[src/rtl/led_matrix_pkg.sv]
// Shared constants and helpers for the LED matrix scan controller:
// default geometry, slot-length derivation and pin polarity mapping.
package led_matrix_pkg;

  localparam int DEF_ROWS         = 8;
  localparam int DEF_COLS         = 8;
  localparam int DEF_BLANK_CYCLES = 4;
  localparam int DEF_BRIGHT_W     = 4;
  localparam int DEF_STEP_CYCLES  = 15;

  // One column slot: blanking gap followed by 2**bw PWM steps.
  function automatic int slot_cycles(int blank, int step, int bw);
    return blank + step * (1 << bw);
  endfunction

  function automatic logic drive_level(logic on, logic active_low);
    return on ^ active_low;
  endfunction

  function automatic logic idle_level(int active_low);
    return (active_low != 0);
  endfunction

endpackage

[src/rtl/led_scan_timer.sv]
// Slot/column timebase: slot counter, column index, PWM step index and the
// slot-start / frame-start / frame-end strobes derived from them.
module led_scan_timer
  import led_matrix_pkg::*;
#(
  parameter int COLS         = DEF_COLS,
  parameter int BLANK_CYCLES = DEF_BLANK_CYCLES,
  parameter int BRIGHT_W     = DEF_BRIGHT_W,
  parameter int STEP_CYCLES  = DEF_STEP_CYCLES,
  parameter int COL_W        = $clog2(COLS)
) (
  input  logic                aclk,
  input  logic                areset,
  output logic [COL_W-1:0]    col_idx,
  output logic [BRIGHT_W-1:0] step,
  output logic                scan,
  output logic                slot_start,
  output logic                frame_start,
  output logic                frame_end
);

  localparam int SLOT_CYCLES = slot_cycles(BLANK_CYCLES, STEP_CYCLES, BRIGHT_W);
  localparam int CNT_W       = $clog2(SLOT_CYCLES);
  localparam int SUB_W       = (STEP_CYCLES > 1) ? $clog2(STEP_CYCLES) : 1;

  localparam logic [CNT_W-1:0] SLOT_LAST = CNT_W'(SLOT_CYCLES - 1);
  localparam logic [CNT_W-1:0] BLANK_N   = CNT_W'(BLANK_CYCLES);
  localparam logic [SUB_W-1:0] SUB_LAST  = SUB_W'(STEP_CYCLES - 1);
  localparam logic [COL_W-1:0] COL_LAST  = COL_W'(COLS - 1);

  logic [CNT_W-1:0] slot_cnt;
  logic [SUB_W-1:0] sub_cnt;

  // step tracks (slot_cnt - BLANK_CYCLES) / STEP_CYCLES without a divider.
  always_ff @(posedge aclk) begin
    if (areset) begin
      slot_cnt <= '0;
      sub_cnt  <= '0;
      step     <= '0;
      col_idx  <= '0;
    end else if (slot_cnt == SLOT_LAST) begin
      slot_cnt <= '0;
      sub_cnt  <= '0;
      step     <= '0;
      col_idx  <= (col_idx == COL_LAST) ? '0 : col_idx + 1'b1;
    end else begin
      slot_cnt <= slot_cnt + 1'b1;
      if (slot_cnt >= BLANK_N) begin
        if (sub_cnt == SUB_LAST) begin
          sub_cnt <= '0;
          step    <= step + 1'b1;
        end else begin
          sub_cnt <= sub_cnt + 1'b1;
        end
      end
    end
  end

  assign scan        = (slot_cnt >= BLANK_N);
  assign slot_start  = (slot_cnt == '0);
  assign frame_start = slot_start && (col_idx == '0);
  assign frame_end   = (slot_cnt == SLOT_LAST) && (col_idx == COL_LAST);

endmodule

[src/rtl/led_matrix_scan_ctrl.sv]
// LED matrix scan controller: double-buffered frame with valid/ready load,
// global PWM brightness and registered, polarity-configurable pin drivers.
module led_matrix_scan_ctrl
  import led_matrix_pkg::*;
#(
  parameter int ROWS           = DEF_ROWS,
  parameter int COLS           = DEF_COLS,
  parameter int BLANK_CYCLES   = DEF_BLANK_CYCLES,
  parameter int BRIGHT_W       = DEF_BRIGHT_W,
  parameter int STEP_CYCLES    = DEF_STEP_CYCLES,
  parameter int COL_ACTIVE_LOW = 1,
  parameter int ROW_ACTIVE_LOW = 0
) (
  input  logic                 aclk,
  input  logic                 areset,
  input  logic [ROWS*COLS-1:0] i_frame_data,
  input  logic                 i_frame_valid,
  output logic                 o_frame_ready,
  input  logic [BRIGHT_W-1:0]  i_brightness,
  output logic [COLS-1:0]      o_col,
  output logic [ROWS-1:0]      o_row,
  output logic                 o_frame_start
);

  localparam int COL_W = $clog2(COLS);
  localparam int PIX   = ROWS * COLS;

  localparam logic [COLS-1:0] COL_IDLE = {COLS{idle_level(COL_ACTIVE_LOW)}};
  localparam logic [ROWS-1:0] ROW_IDLE = {ROWS{idle_level(ROW_ACTIVE_LOW)}};

  logic [PIX-1:0]      active_q, shadow_q;
  logic                pending_q;
  logic [BRIGHT_W-1:0] bri_q;

  logic [COL_W-1:0]    col_idx;
  logic [BRIGHT_W-1:0] step;
  logic                scan, slot_start, frame_start, frame_end;
  logic                fire;
  logic [COLS-1:0]     col_on, col_drv;
  logic [ROWS-1:0]     row_on, row_drv;

  led_scan_timer #(
    .COLS         (COLS),
    .BLANK_CYCLES (BLANK_CYCLES),
    .BRIGHT_W     (BRIGHT_W),
    .STEP_CYCLES  (STEP_CYCLES),
    .COL_W        (COL_W)
  ) u_timer (
    .aclk        (aclk),
    .areset      (areset),
    .col_idx     (col_idx),
    .step        (step),
    .scan        (scan),
    .slot_start  (slot_start),
    .frame_start (frame_start),
    .frame_end   (frame_end)
  );

  assign o_frame_ready = !pending_q && !areset;
  assign fire          = i_frame_valid && o_frame_ready;

  // Active buffer only changes on the frame boundary, so a scan is never torn.
  always_ff @(posedge aclk) begin
    if (areset) begin
      active_q  <= '0;
      shadow_q  <= '0;
      pending_q <= 1'b0;
      bri_q     <= '0;
    end else begin
      if (slot_start) bri_q <= i_brightness;
      if (frame_end && pending_q) begin
        active_q  <= shadow_q;
        pending_q <= 1'b0;
      end else if (fire) begin
        shadow_q <= i_frame_data;
        if (frame_end) active_q  <= i_frame_data;
        else           pending_q <= 1'b1;
      end
    end
  end

  always_comb begin
    col_on = '0;
    row_on = '0;
    if (scan) col_on[col_idx] = 1'b1;
    for (int r = 0; r < ROWS; r++)
      row_on[r] = scan && active_q[r*COLS + int'(col_idx)] && (step < bri_q);
    for (int c = 0; c < COLS; c++)
      col_drv[c] = drive_level(col_on[c], idle_level(COL_ACTIVE_LOW));
    for (int r = 0; r < ROWS; r++)
      row_drv[r] = drive_level(row_on[r], idle_level(ROW_ACTIVE_LOW));
  end

  always_ff @(posedge aclk) begin
    if (areset) begin
      o_col         <= COL_IDLE;
      o_row         <= ROW_IDLE;
      o_frame_start <= 1'b0;
    end else begin
      o_col         <= col_drv;
      o_row         <= row_drv;
      o_frame_start <= frame_start;
    end
  end

endmodule

[config.mk]
export PLATFORM = sky130hd
export DESIGN_NAME = led_matrix_scan_ctrl
export DESIGN_NICKNAME = d
export VERILOG_FILES = /design/src/rtl/led_matrix_pkg.sv /design/src/rtl/led_scan_timer.sv /design/src/rtl/led_matrix_scan_ctrl.sv
export SDC_FILE = /design/constraint.sdc
export NUM_CORES = 1
export LEC_CHECK = 0
export BUFFER_PORTS_ARGS = -buffer_cell sky130_fd_sc_hd__buf_2
export CAP_MARGIN = 20
export CORE_MARGIN = 2
export CORE_UTILIZATION = 40
export DETAILED_ROUTE_END_ITERATION = 8
export MAX_ROUTING_LAYER = met4
export PLACE_DENSITY = 0.59
export SETUP_SLACK_MARGIN = 0.2
export SLEW_MARGIN = 30
export SYNTH_ARGS = -nofsm -noshare
export SYNTH_HDL_FRONTEND = slang
export SYNTH_HIERARCHICAL = 1
export SYNTH_SLANG_ARGS = --single-unit
[constraint.sdc]
create_clock -name aclk -period 1.9 [get_ports aclk]
set_input_delay 0.095 -clock aclk [delete_from_list [all_inputs] [get_ports aclk]]
set_output_delay 0.095 -clock aclk [all_outputs]
set_load 0.01 [all_outputs]
==> results.yml, run 1 <==
run_status:
  status: "completed"
logic_synthesis:
  yosysUniqueCellTypes: 54
  synth_seq_cells: 169
  syn-instance-count: 860
  yosysTopAreaCellShare_pct: 44.0
  synth_edf_count: 0
  synthFlopType: "dfxtp_1"
  ys_seq_area_share_pct: 44.0
  async_reset_ff_share_pct: 0
  synth.largest_area_cell: "dfxtp_1"
  netlist_area_sq_mm: 0.00768
  yosys_warnings: 6
  synth_nets: 940
  synth_area_leaders: "dfxtp_1 (44%), a311oi_2 (10%), nand2_1 (7.3%), nand2b_1 (5.4%), nand3_1 (4.6%)"
  syn_avg_cell_area_sq_um: 8.93
setup_path:
  start_kind: "register"
  end_kind: "register"
  cp.buffers_inverters: 3
  path_cells: "ha_4 > ha_4 > inv_2 > nor2_4 > o21a_4 > buf_8 > clkbuf_16 > nor2_4 > a311oi_2"
  crit_path_top_delay_cell: "dfxtp_4"
  cp_max_fo: 7
  cp.required_ps: 2230
  cpLargestDelayFamily: "compound AO/OA/AOI/OAI gates"
  slowest_delay_ps: 370
  r2r_setup_slack_ps: 160
  worstPathArrival_ps: 2070
  criticalPathCategory: "register to register"
floorplanning:
  rows: 50
  dieHeight_um: 143
  die_area_sq_mm: 0.0203
  die_x_um: 143
  start_util_pct: 40.9
  coreArea_sq_mm: 0.0188
  ioPinCount: 89
sta:
  worst_pin_slew_ps: 455
  min_period_over_period_pct: 91.7
  rsz0062_at_grt: "true"
  hold_viol: 0
  finClkSkew_ps: 14.5
  holdWs_ps: 408
  period_needed_ps: 1740
  slew_viol_final: 0
  fin_tns_setup_ps: 0
  maxSlewHeadroom_pct: 69.6
  finalSetupViolations: 0
  clock.fmax_mhz: 574
worst_hold_path:
  holdCritPathClass: "input pin to register"
global_routing:
  grt_pass1_wl_um: 33100
  antenna_found_initial: 1
  grtUsageTotal_pct: 21.2
  overflow: 0
  first_global_vias: 6534
  grt_max_degree: 80
drt:
  num_vias: 6791
  viasPerCell: 5.27
  drt_iter0_markers: 397
  post-route-drc-count: 0
  ant_nets: 0
  drt_pass1_iterations: 5
  routed_wl_um: 21600
  wire_per_inst_um: 16.7
cells_and_area:
  nets: 1121
  drive_above_1_share_pct: 28.9
  nFillCells: 1661
  final_area_sq_mm: 0.0106
  synthToLayoutAreaGrowth_pct: 38.6
clock_tree:
  clock-root-buffer: "clkbuf_16"
  numCtsBuffers: 17
  clockBufferDepth: 2
  numClockSinks: 169
  htreeDepth: 4
  clk_pin_slew_ps: 60
  cts_tree: "done"
  clock_latency_ps: 430
place:
  dpl.hpwl_um: 11800
  routabilityCongestion: 0.738
  place_area_sq_mm: 0.00851
  port_buffers: 88
flow_run:
  drv_cap: 0
power:
  power_mw: 7.72
  ir_drop_v: 0.000584
  power_density_mw_per_mm2: 725
  p_leak_nw: 3.96
[cells by family (layout without fill, tap and decap cells)]
| family | after synthesis | after routing | synth area share (%) |
|---|---|---|---|
| multiplexers | 25 | 25 | 5.26 |
| AND/OR/NAND/NOR | 407 | 407 | 24.8 |
| other | 0 | 1 | 0 |
| buffers and inverters | 84 | 278 | 5.24 |
| flip-flops | 169 | 169 | 44.0 |
| AO/OA/AOI/OAI | 157 | 157 | 18.2 |
| XOR/XNOR | 9 | 9 | 1.03 |
| adder cells (fa/ha/maj) | 9 | 9 | 1.47 |
[stage by stage]
| step | utilization, % | std cells | setup WS, ps |
|---|---|---|---|
| floorplan | - | 860 | 201 |
| global placement | 45.3 | 1149 | 122 |
| detailed placement | 45.3 | 1149 | 68.3 |
| CTS | 54.0 | 1266 | 153 |
| global route | 56.7 | 1289 | 93.5 |
| finish | 56.7 | 1289 | 158 |
[synth_stat cells (2+ instances only)]
cell	n
ha_1	9
nor3_1	3
o21ai_0	46
buf_2	33
mux4_2	12
nand3_1	71
o21ai_1	22
a31oi_1	3
and3_1	2
nand2_1	149
xnor2_1	4
mux2i_1	10
inv_1	10
xor2_1	5
nor2b_1	5
o211ai_1	2
a311oi_1	14
clkbuf_1	25
nand2b_1	66
nor2_1	91
nor3b_1	4
a311oi_2	51
dfxtp_1	169
or3_1	2
a21oi_1	9
buf_4	10
mux2_2	3
buf_1	4
[state kept, by name, indices dropped and copies added, names as in the netlist]
name and flops:
u_timer/step 4, o_row 8, shadow_q 64, o_frame_start 1, pending_q 1, u_timer/col_idx 3, o_col 8, active_q 64
bri_q 4, u_timer/slot_cnt 8, u_timer/sub_cnt 4
[metal layers]
| metal | track usage [%] | up-vias | wire length, um |
|---|---|---|---|
| li1 | - | 3367 | - |
| met1 | 26.7 | 3255 | 10100 |
| met2 | 34.5 | 140 | 10200 |
| met3 | 4.34 | 29 | 824 |
| met4 | 6.20 | 0 | 385 |
| met5 | - | - | 0 |
[final timing paths]
check	startpoint	endpoint	cells past startpoint
worst max-delay path	u_timer/col_idx[1]	active_q[62]	9
worst min-delay path	i_frame_data[28]	shadow_q[28]	4
worst max register to register	u_timer/col_idx[1]	active_q[62]	9
worst min register to register	shadow_q[61]	shadow_q[61]	2
[where the power goes]
part	switching (mW)	internal (mW)	leakage (nW)	total, mW
Clock	1.54	1.83	0.272	3.37
Combinational	0.329	0.301	2.31	0.630
Sequential	0.0674	3.65	1.38	3.72
[worst min-delay path, cell delays in order]
cell,delay [ps]
dlygate4sd3_1,510
buf_2,100
nand2_1,40
o21ai_0,50
[what timing repair did]
item / CTS / global route
hold buffers: 70 / 0
setup endpoints to repair: 64 / 69
endpoints found under the hold margin: 133 / 0
gates resized for setup: 25 / 37
pin swaps: 4 / 48
gates cloned: 7 / 10
buffers inserted: 8 / 12
[placed cells by master, fill, tap and decap left out, drive strengths merged, types with 10 or more instances in the layout]
master	n
nor2	92
dlygate4sd3	70
inv	14
nand2b	66
mux4	12
o21ai	68
a311oi	65
mux2i	10
dfxtp	169
clkbuf	26
buf	157
nand3	71
nand2	150
[area by class of cell]
cell class                      instances  area, sq um  share of cell area (%)
Multi-Input combinational cell        607         4060                    38.1
Clock inverter                         15          144                    1.35
Clock buffer                           17          425                    4.00
Antenna cell                            1         2.50                  0.0235
Inverter                               10         37.5                   0.353
Sequential cell                       169         3400                    31.9
Tap cell                              234          293                    2.75
Timing Repair Buffer                  236         2290                    21.5
No activity file was read; power rests on OpenSTA's default activity.
==> run 2: changes to the inputs <==
--- a/config.mk
+++ b/config.mk
@@ -5,16 +5,17 @@
 export SDC_FILE = /design/constraint.sdc
 export NUM_CORES = 1
 export LEC_CHECK = 0
-export BUFFER_PORTS_ARGS = -buffer_cell sky130_fd_sc_hd__buf_2
 export CAP_MARGIN = 20
 export CORE_MARGIN = 2
 export CORE_UTILIZATION = 40
 export DETAILED_ROUTE_END_ITERATION = 8
+export DONT_BUFFER_PORTS = 1
 export MAX_ROUTING_LAYER = met4
-export PLACE_DENSITY = 0.59
+export PLACE_DENSITY = 0.67
 export SETUP_SLACK_MARGIN = 0.2
 export SLEW_MARGIN = 30
 export SYNTH_ARGS = -nofsm -noshare
 export SYNTH_HDL_FRONTEND = slang
 export SYNTH_HIERARCHICAL = 1
 export SYNTH_SLANG_ARGS = --single-unit
+export TNS_END_PERCENT = 50
==> run 2 against run 1 <==
Compared with the run above: clock skew down 4.2 ps; utilization down 0.37 points; critical path depth unchanged; critical path type unchanged; combinational power down 9.5%; wire length down 3.4%; worst setup slack worse by 13 ps; register-to-register slack about the same; first-iteration DRC count down 1.8%; sequential share of layout area up 0.20 points; the run now ends with hold timing left.
==> results.yml, run 2 (synthesis gave the netlist of run 1 again) <==
floorplanning:
  ioPinCount: 89
  die_x_um: 143
  start_util_pct: 40.9
  die_area_sq_mm: 0.0203
  rows: 50
  dieHeight_um: 143
  coreArea_sq_mm: 0.0188
clock_tree:
  clockBufferDepth: 2
  clk_pin_slew_ps: 70
  htreeDepth: 4
  clock_latency_ps: 430
  clock-root-buffer: "clkbuf_16"
  numClockSinks: 169
  numCtsBuffers: 17
  cts_tree: "done"
  cts.hold.buffers_added: 131
drt:
  drt_pass1_iterations: 6
  wire_per_inst_um: 16.7
  post-route-drc-count: 0
  num_vias: 6706
  routed_wl_um: 20800
  viasPerCell: 5.39
  drt_iter0_markers: 390
  ant_nets: 0
sta:
  finalSetupViolations: 0
  min_period_over_period_pct: 92.3
  worst_pin_slew_ps: 345
  slew_viol_final: 0
  finClkSkew_ps: 10.3
  maxSlewHeadroom_pct: 77.0
  clock.fmax_mhz: 570
  period_needed_ps: 1750
  holdWs_ps: -248
  fin_tns_setup_ps: 0
  rsz0062_at_grt: "true"
  hold_viol: 76
cells_and_area:
  synthToLayoutAreaGrowth_pct: 37.7
  drive_above_1_share_pct: 20.3
  final_common_cell: "dfxtp_1"
  nets: 1077
  nFillCells: 1593
  reg.largest.list: "active_q: 64 flops, shadow_q: 64 flops"
  final_cell_mix: "dfxtp_1 (159), nand2_1 (148), dlygate4sd3_1 (131), nor2_1 (76), nand3_1 (71)"
  final-instance-count-excl-fill: 1245
setup_path:
  worstPathArrival_ps: 2090
  cp_max_fo: 6
  cp.required_ps: 2230
  r2r_setup_slack_ps: 150
  start_kind: "register"
  r2r_start: "u_timer/col_idx[1]"
  rr_worst_depth: 9
  criticalPathCategory: "register to register"
  end_kind: "register"
  r2r_end: "active_q[53]"
global_routing:
  grt_pass1_wl_um: 32700
  antenna_found_initial: 1
  grt_max_degree: 146
  overflow: 0
  grtUsageTotal_pct: 20.7
  first_global_vias: 6504
place:
  dpl.cell_count: 1050
  dpl.hpwl_um: 10800
  routabilityCongestion: 0.741
  port_buffers: 0
worst_hold_path:
  min_to: "active_q[11]"
  hold_start: "areset"
  hold_path_depth: 1
  holdCritPathClass: "input pin to register"
flow_run:
  drv_cap: 0
power:
  p_leak_nw: 3.63
  power_mw: 7.84
  ir_drop_v: 0.000511
  power_density_mw_per_mm2: 742
run_status:
  status: "finished, violations left"
  violations: "hold timing"
run 2: cell types whose count changed in the layout (fill, tap and decap cells not counted), sizes merged:
cell / change
buf: -104
dlygate4sd3: +61
clkinv: -4
inv: +2
bufbuf: +1
bufinv: +1
clkinvlp: -1
run 2: where the power goes:
group / internal, mW / switching, mW / total [mW]
Clock: 2.01 / 1.53 / 3.54
Sequential: 3.66 / 0.0718 / 3.73
Combinational: 0.310 / 0.260 / 0.570
Total: 5.98 / 1.86 / 7.84
run 2: worst max-delay path, cell delays in order, from the launching register on:
cell	delay [ps]
dfxtp_2	360
ha_4	140
ha_4	120
inv_2	40
nor2_4	170
o21a_4	230
buf_6	160
clkbuf_16	170
nor2_2	30
a311oi_1	230
run 2: cell type report:
cell class,instances,area [sq um],share of cell area (%)
clock buffer,19,443,4.19
sequential,169,3400,32.1
clock inverter,13,159,1.50
timing repair buffer,192,2180,20.6
multi-input combinational,607,4070,38.5
antenna,1,2.50,0.0237
inverter,10,37.5,0.355
tap,234,293,2.77
run 2: routing by layer:
layer	share of wire [%]	vias up	track usage [%]
li1	-	3276	-
met1	45	3254	26.5
met2	49	162	32.4
met3	4.5	14	4.37
met4	0.86	0	7.19
met5	0	-	-
run 2: repair_timing:
action	CTS	global route
gates cloned	4	9
endpoints found under the setup margin	63	79
hold endpoints to repair	145	76
gates resized for setup	18	48
pin swaps	1	37
buffers inserted	12	6
run 2: worst max path at each step:
stage          cells after the start           end  slack [ps]           startpoint
6_report                           9  active_q[53]         150   u_timer/col_idx[1]
5_1_grt                            8   active_q[3]          40  u_timer/slot_cnt[1]
4_1_cts                            9  active_q[14]         160   u_timer/col_idx[0]
3_5_place_dp                       7  active_q[42]         100  u_timer/slot_cnt[1]
3_3_place_gp                       8  active_q[37]         170   u_timer/col_idx[0]
2_1_floorplan                      8  active_q[10]         200   u_timer/col_idx[0]
run 2: metrics by stage:
stage          setup slack (ps)  hold WS (ps)  utilization, %  instance area (sq um)
6_report                    146          -248            56.3                  10600
5_1_grt                    36.6          -273            56.3                  10600
3_3_place_gp                174           174            42.5                   7970
2_1_floorplan               201           164               -                   7690
3_5_place_dp                104           183            42.5                   7970
4_1_cts                     158          -283            54.1                  10200
==> run 3: changes to the inputs <==
--- a/config.mk
+++ b/config.mk
@@ -10,12 +10,12 @@
 export CORE_UTILIZATION = 40
 export DETAILED_ROUTE_END_ITERATION = 8
 export DONT_BUFFER_PORTS = 1
+export GPL_TIMING_DRIVEN = 1
 export MAX_ROUTING_LAYER = met4
 export PLACE_DENSITY = 0.67
 export SETUP_SLACK_MARGIN = 0.2
 export SLEW_MARGIN = 30
 export SYNTH_ARGS = -nofsm -noshare
 export SYNTH_HDL_FRONTEND = slang
-export SYNTH_HIERARCHICAL = 1
 export SYNTH_SLANG_ARGS = --single-unit
 export TNS_END_PERCENT = 50
==> run 3 against run 2 <==
Compared with the run above: the flow now finishes without violations; final cell count shrank 20%; worst hold slack better by 280 ps; synthesized cell count fell by 18%; wire length is 15% lower; synthesized area is 10% lower; utilization shrank 5.5 points; combinational power increased by 7.9%; worst setup slack better by 97 ps; critical path depth down 3; critical path type unchanged; largest cell class is now flip-flops and latches; largest power group unchanged; highest routed layer unchanged.
==> results.yml, run 3 <==
floorplanning:
  ioPinCount: 89
  start_util_pct: 41.3
  rows: 47
  dieHeight_um: 135
  die_x_um: 135
  coreArea_sq_mm: 0.0167
  die_area_sq_mm: 0.0183
logic_synthesis:
  synth_common_cells: "dfxtp_1 (169), nand2_1 (142), a21oi_1 (77)"
  async_reset_ff_share_pct: 0
  synth.most_common_cell: "dfxtp_1"
  yosys_warnings: 0
  synth_seq_cells: 169
  synth_edf_count: 0
  syn-instance-count: 709
  yosysUniqueCellTypes: 44
  synthFlopType: "dfxtp_1"
  syn_avg_cell_area_sq_um: 9.72
  synth_area_leaders: "dfxtp_1 (49%), nand2_1 (7.7%), a22oi_1 (7.0%), o2bb2ai_1 (6.2%), a21oi_1 (5.6%)"
  ys_seq_area_share_pct: 49.1
  synth_nets: 789
  netlist_area_sq_mm: 0.00689
  synth.largest_area_cell: "dfxtp_1"
  yosysTopAreaCellShare_pct: 49.1
place:
  dpl.hpwl_um: 10200
  dpl.cell_count: 887
  port_buffers: 0
  routabilityCongestion: 0.759
setup_path:
  start_kind: "register"
  crit_start: "u_timer.slot_cnt[0]"
  cp.required_ps: 2260
  criticalPathCategory: "register to register"
  worstPathArrival_ps: 2020
  end_kind: "register"
  cp_max_fo: 32
  r2r_start: "u_timer.slot_cnt[0]"
cells_and_area:
  nFillCells: 1495
  synthToLayoutAreaGrowth_pct: 23.1
  final_common_cell: "dfxtp_1"
  reg.largest.list: "active_q: 64 flops, shadow_q: 64 flops"
  drive_above_1_share_pct: 13.6
  nets: 845
  final-instance-count-excl-fill: 999
  final_cell_mix: "dfxtp_1 (165), nand2_1 (142), a21oi_1 (76), dlygate4sd3_1 (69), a22oi_1 (64)"
clock_tree:
  cts_tree: "done"
  clockBufferDepth: 2
  clock-root-buffer: "clkbuf_16"
  clock_latency_ps: 430
  numCtsBuffers: 17
  htreeDepth: 4
  numClockSinks: 169
  clk_pin_slew_ps: 60
drt:
  routed_wl_um: 17700
  drt_pass1_iterations: 5
  num_vias: 5552
  ant_nets: 0
  drt_iter0_markers: 300
  post-route-drc-count: 0
  viasPerCell: 5.56
  wire_per_inst_um: 17.7
sta:
  finClkSkew_ps: 9.64
  worst_pin_slew_ps: 458
  slew_viol_final: 0
  holdWs_ps: 29.0
  maxSlewHeadroom_pct: 69.2
  clock.fmax_mhz: 604
  rsz0062_at_grt: "true"
  hold_viol: 0
  fin_tns_setup_ps: 0
  period_needed_ps: 1660
  finalSetupViolations: 0
  min_period_over_period_pct: 87.2
flow_run:
  drv_cap: 0
global_routing:
  grt_max_degree: 77
  overflow: 0
  grtUsageTotal_pct: 19.7
  first_global_vias: 5361
  antenna_found_initial: 1
  grt_pass1_wl_um: 27600
power:
  p_leak_nw: 2.88
  ir_drop_v: 0.000639
  power_density_mw_per_mm2: 882
worst_hold_path:
  hold_start: "areset"
  holdCritPathClass: "input pin to register"
run_status:
  status: "completed"
==> run 3: cell count changes in the layout (fill, tap and decap cells not counted), sizes merged, moves of 5 or more <==
cell         change
a21oi           +68
a22oi           +64
a311oi          -63
buf             -28
clkbuf           -5
dlygate4sd3     -62
nand2            -7
nand2b          -62
nand3           -58
nor2            -63
nor3b            -5
o21ai           -61
o2bb2ai         +64
==> run 3: per-layer routing <==
layer  global-route usage [%]  vias to the layer above  wire (um)
met2                     32.0                      182       8630
met5                        -                        -          0
met4                     7.87                        0        272
met1                     24.0                     2682       7860
li1                         -                     2666          -
met3                     4.19                       22        926
==> run 3: what timing repair did <==
action                                  CTS  global route
endpoints found under the hold margin   146             0
buffers inserted                          0             4
hold buffers                             70             0
pin swaps                                 0             1
gates resized for setup                   0            10
endpoints found under the setup margin    1            68
cloned                                    0             5
==> run 3: worst max-delay path, cell delays in order, from the launching register on <==
cell and delay [ps]:
dfxtp_2 390, ha_4 170, and4bb_4 280, nand4b_1 170, buf_4 210, buf_8 200, o2bb2ai_1 170
==> run 3: path summary, 6_finish.rpt <==
| kind | endpoint | slack [ps] | cells past startpoint |
|---|---|---|---|
| worst max-delay path | active_q[59] | 240 | 6 |
| worst min-delay path | u_timer.slot_cnt[1] | 30 | 3 |
| worst max register to register | active_q[59] | 240 | 6 |
| worst min register to register | shadow_q[26] | 450 | 2 |
==> run 3: area by class of cell <==
type                       instances  area [sq um]  share of cell area [%]
clock buffer                      19           443                    5.22
timing repair buffer              96          1030                    12.2
tap                              220           275                    3.24
clock inverter                    13          97.6                    1.15
multi-input combinational        471          3210                    37.8
sequential                       169          3390                    39.9
antenna                            1          2.50                  0.0295
inverter                          10          37.5                   0.442
==> run 3: cell families (layout without fill, tap and decap cells) <==
logic type	Yosys count	after routing	share of synthesized area [%]
AO/OA/AOI/OAI	219	219	23.6
AND/OR/NAND/NOR	210	210	13.3
flip-flops	169	169	49.1
buffers and inverters	69	138	4.83
multiplexers	25	25	6.54
adder cells (fa/ha/maj)	9	9	1.63
XOR/XNOR	8	8	1.02
other	0	1	0
==> run 3: power by group <==
group	internal (mW)	switching, mW	total (mW)
Sequential	3.64	0.0569	3.70
Combinational	0.263	0.352	0.615
Clock	1.71	1.46	3.17
==> run 3: stage by stage <==
| step | worst slack (ps) | util [%] | power [mW] | cell area [sq um] |
|---|---|---|---|---|
| after floorplan | 303 | - | 4.10 | 6890 |
| after global placement | 293 | 42.4 | 4.17 | 7080 |
| after detailed placement | 215 | 42.4 | 4.20 | 7080 |
| after CTS | 199 | 49.9 | 7.52 | 8340 |
| after global routing | 175 | 50.8 | 7.77 | 8480 |
| final | 243 | 50.8 | 7.48 | 8480 |
